$ cat src/rtl/fifo_sync_flags.sv
// Single-clock FIFO with registered occupancy count, threshold flags and sticky error flags.
// It supports a registered-read mode and a first-word-fall-through read mode.
module fifo_sync_flags #(
    parameter int FIFO_DEPTH    = 8,
    parameter int DATA_WIDTH    = 32,
    parameter int AFULL_THRESH  = FIFO_DEPTH - 2,
    parameter int AEMPTY_THRESH = 1,
    parameter int FWFT          = 0
) (
    input  logic                          clk,
    input  logic                          rst_n,
    input  logic                          cs,
    input  logic                          wr_en,
    input  logic                          rd_en,
    input  logic                          clr_err,
    input  logic [DATA_WIDTH-1:0]         data_in,
    output logic [DATA_WIDTH-1:0]         data_out,
    output logic                          empty,
    output logic                          full,
    output logic                          almost_full,
    output logic                          almost_empty,
    output logic [$clog2(FIFO_DEPTH):0]   count,
    output logic                          overflow,
    output logic                          underflow
);

    localparam int AW = $clog2(FIFO_DEPTH);
    localparam int CW = AW + 1;

    logic [AW:0]           wr_ptr;
    logic [AW:0]           rd_ptr;
    logic [CW-1:0]         count_q;
    logic                  overflow_q;
    logic                  underflow_q;
    logic [DATA_WIDTH-1:0] mem [FIFO_DEPTH];

    logic wr_req;
    logic rd_req;
    logic wr_accept;
    logic rd_accept;

    // The extra pointer MSB tells a full FIFO from an empty one.
    assign empty = (wr_ptr == rd_ptr);
    assign full  = (wr_ptr[AW-1:0] == rd_ptr[AW-1:0]) && (wr_ptr[AW] != rd_ptr[AW]);

    assign almost_full  = (count_q >= CW'(AFULL_THRESH));
    assign almost_empty = (count_q <= CW'(AEMPTY_THRESH));

    assign wr_req    = cs && wr_en;
    assign rd_req    = cs && rd_en;
    assign wr_accept = wr_req && !full;
    assign rd_accept = rd_req && !empty;

    assign count     = count_q;
    assign overflow  = overflow_q;
    assign underflow = underflow_q;

    // NOTE: sequential state uses non-blocking assignments, so every block samples pre-edge values.
    always_ff @(posedge clk or negedge rst_n) begin
        if (!rst_n) begin
            wr_ptr  <= '0;
            rd_ptr  <= '0;
            count_q <= '0;
        end else begin
            if (wr_accept) wr_ptr <= wr_ptr + (AW+1)'(1);
            if (rd_accept) rd_ptr <= rd_ptr + (AW+1)'(1);
            case ({wr_accept, rd_accept})
                2'b10:   count_q <= count_q + CW'(1);
                2'b01:   count_q <= count_q - CW'(1);
                default: count_q <= count_q;
            endcase
        end
    end

    // A set condition in the same cycle takes priority over clr_err.
    always_ff @(posedge clk or negedge rst_n) begin
        if (!rst_n) begin
            overflow_q  <= 1'b0;
            underflow_q <= 1'b0;
        end else begin
            if (wr_req && full)  overflow_q <= 1'b1;
            else if (clr_err)    overflow_q <= 1'b0;
            if (rd_req && empty) underflow_q <= 1'b1;
            else if (clr_err)    underflow_q <= 1'b0;
        end
    end

    // NOTE: the storage array has no reset; contents are unreachable until rewritten.
    always_ff @(posedge clk) begin
        if (wr_accept) mem[wr_ptr[AW-1:0]] <= data_in;
    end

    generate
        if (FWFT != 0) begin : g_fwft
            // NOTE: combinational block assigns a default first, so no latch is inferred.
            always_comb begin
                data_out = '0;
                if (!empty) data_out = mem[rd_ptr[AW-1:0]];
            end
        end else begin : g_reg_read
            logic [DATA_WIDTH-1:0] rd_data_q;
            always_ff @(posedge clk or negedge rst_n) begin
                if (!rst_n)         rd_data_q <= '0;
                else if (rd_accept) rd_data_q <= mem[rd_ptr[AW-1:0]];
            end
            assign data_out = rd_data_q;
        end
    endgenerate

endmodule

$ cat config.mk
export PLATFORM = sky130hd
export DESIGN_NAME = fifo_sync_flags
export DESIGN_NICKNAME = d
export VERILOG_FILES = /design/src/rtl/fifo_sync_flags.sv
export SDC_FILE = /design/constraint.sdc
export NUM_CORES = 1
export LEC_CHECK = 0
export BUFFER_PORTS_ARGS = -buffer_cell sky130_fd_sc_hd__buf_2
export CAP_MARGIN = 40
export CORE_MARGIN = 8
export CORE_UTILIZATION = 40
export DETAILED_ROUTE_END_ITERATION = 8
export SYNTH_ARGS = -nofsm -noshare
export SYNTH_HDL_FRONTEND = slang
export SYNTH_SLANG_ARGS = --single-unit
$ cat constraint.sdc
create_clock -name clk -period 5.9 [get_ports clk]
set_clock_uncertainty 0.1 [all_clocks]
set_input_delay 0.885 -clock clk [delete_from_list [all_inputs] [get_ports clk]]
set_output_delay 0.885 -clock clk [all_outputs]
set_load 0.005 [all_outputs]
=== Word level (Yosys, flattened, before mapping) ===
Memories as Yosys holds them, arrays and structs flattened. A register that Yosys moved wholly into a read port is not among the register bits.
Cells that the tools add are included.

* Memory bits (writable): 256
* Logic and storage cells: 36
* Output and inout port bits: 42
* Memories: 1
* Register bits after elaboration: 14

* Equal/unequal tests: 5
* Muxes and demuxes: 6
* Reduce and logical (&&, ||, !) cells: 13
* Add/subtract/negate cells: 4
* Magnitude comparators: 2

{| class="wikitable"
|+ Memories
! memory !! depth !! bits a word !! read ports !! clocked after memory_dff !! write ports !! RTL line !! RTL
|-
| mem || 8 || 32 || 1 || 1 || 1 || 35 || <nowiki>logic [DATA_WIDTH-1:0] mem [FIFO_DEPTH];</nowiki>
|}

{| class="wikitable"
|+ Operators by type and width
! cell !! count
|-
| $add A4 B1 Y4 const B || 3
|-
| $pmux W4 S2 || 1
|-
| $logic_and A1 B1 Y1 || 7
|-
| $reduce_bool A2 Y1 || 3
|-
| $mux W1 || 5
|-
| $eq A4 B4 Y1 || 1
|-
| $ge A4 B3 Y1 const B || 1
|-
| $le A4 B1 Y1 const B || 1
|-
| $sub A4 B1 Y4 const B || 1
|-
| $eq A3 B3 Y1 || 1
|-
| $logic_not A1 Y1 || 3
|-
| $eq A2 B1 Y1 const B || 1
|-
| $eq A2 B2 Y1 const B || 1
|-
| $ne A1 B1 Y1 || 1
|}

=== Logic depth before layout (Yosys ltp) ===
* Word-level depth: 6
* Mapped depth: 8
* Mapped depth without buffers: 7

=== Least setup slack after synthesis ===
No wires, ideal clock.

* Kind: input to register
* From: input cs
* To: memory mem[0][0], enable pin
* Arrival time: 3.616 ns
* Buffers on the path: 0
* Setup slack: 1.723 ns
* Stages: 4
* Required time: 5.339 ns
* Path through: nand2_1 -> a41oi_2 -> nand2b_1 -> nor3_1

* Word-level cells in the longest chain between the ends: 4

{| class="wikitable"
|+ RTL lines
! element !! RTL line !! RTL
|-
| start: declaration || 12 || <nowiki>input logic cs,</nowiki>
|-
| $logic_and A1 B1 Y1 || 49 || <nowiki>assign wr_req = cs && wr_en;</nowiki>
|-
| $logic_and A1 B1 Y1 || 51 || <nowiki>assign wr_accept = wr_req && !full;</nowiki>
|-
| $mux W1 || 90 || <nowiki>if (wr_accept) mem[wr_ptr[AW-1:0]] <= data_in;</nowiki>
|-
| $mux W1 (not written as such) || 90 ||
|-
| end: declaration || 35 ||
|}

Every way passes these cells.

=== Worst setup path in the final report ===
* From: register rd_ptr[0]
* To: output full

* Word-level cells in the longest chain between the ends: 2

{| class="wikitable"
|+ RTL lines
! element !! RTL line !! RTL
|-
| start: declaration || 31 || <nowiki>logic [AW:0] rd_ptr;</nowiki>
|-
| start signal: assignment || 66 || <nowiki>if (rd_accept) rd_ptr <= rd_ptr + (AW+1)'(1);</nowiki>
|-
| $eq A3 B3 Y1 || 44 || <nowiki>assign full = (wr_ptr[AW-1:0] == rd_ptr[AW-1:0]) && (wr_ptr[AW] != rd_ptr[AW]);</nowiki>
|-
| $logic_and A1 B1 Y1 || 44 ||
|-
| end: declaration || 19 || <nowiki>output logic full,</nowiki>
|}

Every way passes these cells.

==> results_dict.tcl <==
set metrics [dict create \
    nets 702 \
    drt_iter0_markers 237 \
    grt_pass1_vias 5771 \
    pre_cts_ws_ns 2.79 \
    first_pass_iters 4 \
    synth_compound_area_share_pct 1.93 \
    max_freq_mhz 315 \
    synth_xor_area_share_pct 1.20 \
    clk_latency_ns 0.54 \
    rr_endpoint "mem[2][22]" \
    yosys.area_share.simple_pct 2.27 \
    io_buffers 79 \
    cts_buffers 30 \
    mostFrequentLayoutCells "edfxtp_1, buf_2, mux4_2, dfrtp_1, nor2_1" \
    vias 5316 \
    synth_fa_ha_area_share_pct 0.759 \
    drc 0 \
    min_period_ns 3.18 \
    path_clk_slew_ns 0.06 \
    cts.sinks 302 \
    postCtsSetupRepairBufs 0 \
    dpl.cell_count 1009 \
    status "finished, final reports clean" \
    grt_pass1_wl_um 33500 \
    cp-end-kind "output pin" \
    setup_tns_ns 0 \
    grt_setup_unrepaired "no" \
    dp_hpwl_um 13200 \
    maxCapViolCount 0 \
    fin_crit_sh_pct 53.9 \
    cts_resized 0 \
    clockBufferDepth 3 \
    cts_hold_buf 0 \
    avgSynthCellArea_um2 20.7 \
    ff2ff_setup_slack_ns 2.84 \
    start_util_pct 40.4 \
    place_area_um2 12500 \
    syn_nets 603 \
    die_w_um 186 \
    p_per_area_nw_per_um2 467 \
    core-area_um2 28500 \
    required_ns 4.91 \
    tightest_slew_ns 0.740 \
    p_comb_share_pct 25.5 \
    ys_seq_elements 302 \
    p_clk_share_pct 29.0 \
    intPower_uw 4520 \
    fin_ws_ns 2.72 \
    wl_per_cell_um 20.2 \
    globalplace.congestion 0.742 \
    crit_path_max_fanout 24 \
    final_common_cell "edfxtp_1" \
    worstReg2RegStart "rd_ptr[1]" \
    netSwitchingFraction_pct 28.2 \
    area_growth_pct 16.9 \
    fin_cells 1064 \
    drv_slew 0 \
    slew_headroom_pct 50.7 \
    antenna_cells 0 \
    hold_viol_final 0 \
    setup_viol 0 \
    post-route-cell-area_um2 13500 \
    htree_num_levels 1 \
    syn_area_um2 11500 \
    fp-row-count 62 \
    reg2regPathDepth 6 \
    cp.arrival_ns 2.19 \
    synth_top_area_share_pct 66.6 \
    die_h_um 186 \
    synth_top_family_by_area "multiplexers" \
    syn-instance-count 558 \
    grt_max_degree 69 \
    ys_seq_area_share_pct 76.6 \
    postRouteAntennaNets 0 \
    synth_area_leaders "edfxtp_1, mux4_2, dfrtp_1" \
    yosysWarnings 0 \
    holdCritPathClass "in -> async" \
    antenna_found_initial 2 \
    avgViaCountPerCell 5.00 \
    io_pins 80 \
    drive_above_1_share_pct 32.2 \
    die_area_um2 34500 \
    tritoncts "yes" \
    p_leak_uw 0.00460 \
    synth_top_area_cell "edfxtp_1" \
    peakVddDrop_mv 0.185 \
    drt-total-wl_um 21500 \
    grtUsageTotal_pct 12.8 \
    cts.root.buffer_cell "clkbuf_16" \
    startpoint_type "flop" \
    worstSetupPathType "reg -> out" \
    overflow 0 \
    muxShareOfSynthArea_pct 15.5 \
    synth.distinct_cells 28 \
    seq_power_share_pct 45.6 \
    switchingPower_uw 1780 \
]
cell type report:
type | count | area (um^2)
Inverter | 7 | 26.3
Timing Repair Buffer | 95 | 616
Fill cell | 2411 | 15100
Multi-Input combinational cell | 221 | 2560
Tap cell | 384 | 480
Clock buffer | 41 | 833
Sequential cell | 302 | 8850
Clock inverter | 14 | 129
synth_stat cells:
| cell | n |
|---|---|
| o21ai_0 | 2 |
| xnor2_1 | 9 |
| nand4b_1 | 2 |
| o32ai_1 | 1 |
| buf_2 | 15 |
| nand4_1 | 2 |
| a41oi_2 | 2 |
| xor2_1 | 5 |
| nand2b_1 | 4 |
| nand2_1 | 8 |
| buf_4 | 3 |
| and2_1 | 1 |
| edfxtp_1 | 256 |
| nand3_1 | 1 |
| mux4_2 | 64 |
| nor3_1 | 3 |
| a21oi_1 | 33 |
| nor2_1 | 40 |
| buf_6 | 5 |
| mux2_2 | 2 |
| o22ai_1 | 1 |
| mux2i_1 | 33 |
| xnor2_2 | 1 |
| clkbuf_1 | 3 |
| ha_1 | 7 |
| buf_1 | 2 |
| inv_1 | 7 |
| dfrtp_1 | 46 |
power by group through the flow:
stage          Combinational, uW  Clock, uW  Sequential [uW]
6_report                    1600       1820             2870
5_1_grt                     1770       1960             2920
4_1_cts                     1660       1870             2880
3_5_place_dp                1660          0             2920
3_3_place_gp                1530          0             2950
2_1_floorplan               1240          0             2790
sequential cells by signal (all words and copies together) (netlist names):
name       count
wr_ptr         4
data_out      32
rd_ptr         4
overflow       1
mem          256
underflow      1
count          4
cell families after synthesis:
kind of cell / count (synthesis)
flip-flops: 302
XOR/XNOR: 15
buffers and inverters: 35
AND/OR/NAND/NOR: 61
AO/OA/AOI/OAI: 39
multiplexers: 99
adder cells (fa/ha/maj): 7
layer usage:
layer	vias up	track usage, %	wire, um
met5	-	0	25
met4	4	3.65	403
met3	34	2.44	993
met2	90	22.7	11100
met1	2750	15.6	9040
li1	2438	-	-
worst max-delay path by stage:
stage / to / slack (ns) / start / depth (start not counted)
6_report: full / 2.72 / rd_ptr[0] / 5
5_1_grt: full / 2.57 / rd_ptr[0] / 5
4_1_cts: empty / 2.69 / rd_ptr[0] / 5
3_5_place_dp: mem[2][22] / 2.79 / rd_ptr[1] / 6
3_3_place_gp: mem[4][31] / 2.27 / rd_ptr[2] / 5
2_1_floorplan: mem[0][0] / 1.72 / cs / 4
critical path, cell delays in order, from the launching register on:
cell,delay (ns)
dfrtp_4,0.67
xnor2_1,0.46
and2_1,0.21
nand3_1,0.12
inv_1,0.08
buf_2,0.11
through the flow:
step / utilization [%] / total power [uW] / hold slack, ns
floorplan: - / 4030 / 0.396
global placement: 43.4 / 4490 / 0.397
detailed placement: 43.9 / 4580 / 0.417
CTS: 47.3 / 6410 / 0.394
global route: 47.3 / 6640 / 0.434
finish: 47.3 / 6300 / 0.375
Note: power is estimated with default switching activity, not from simulation.
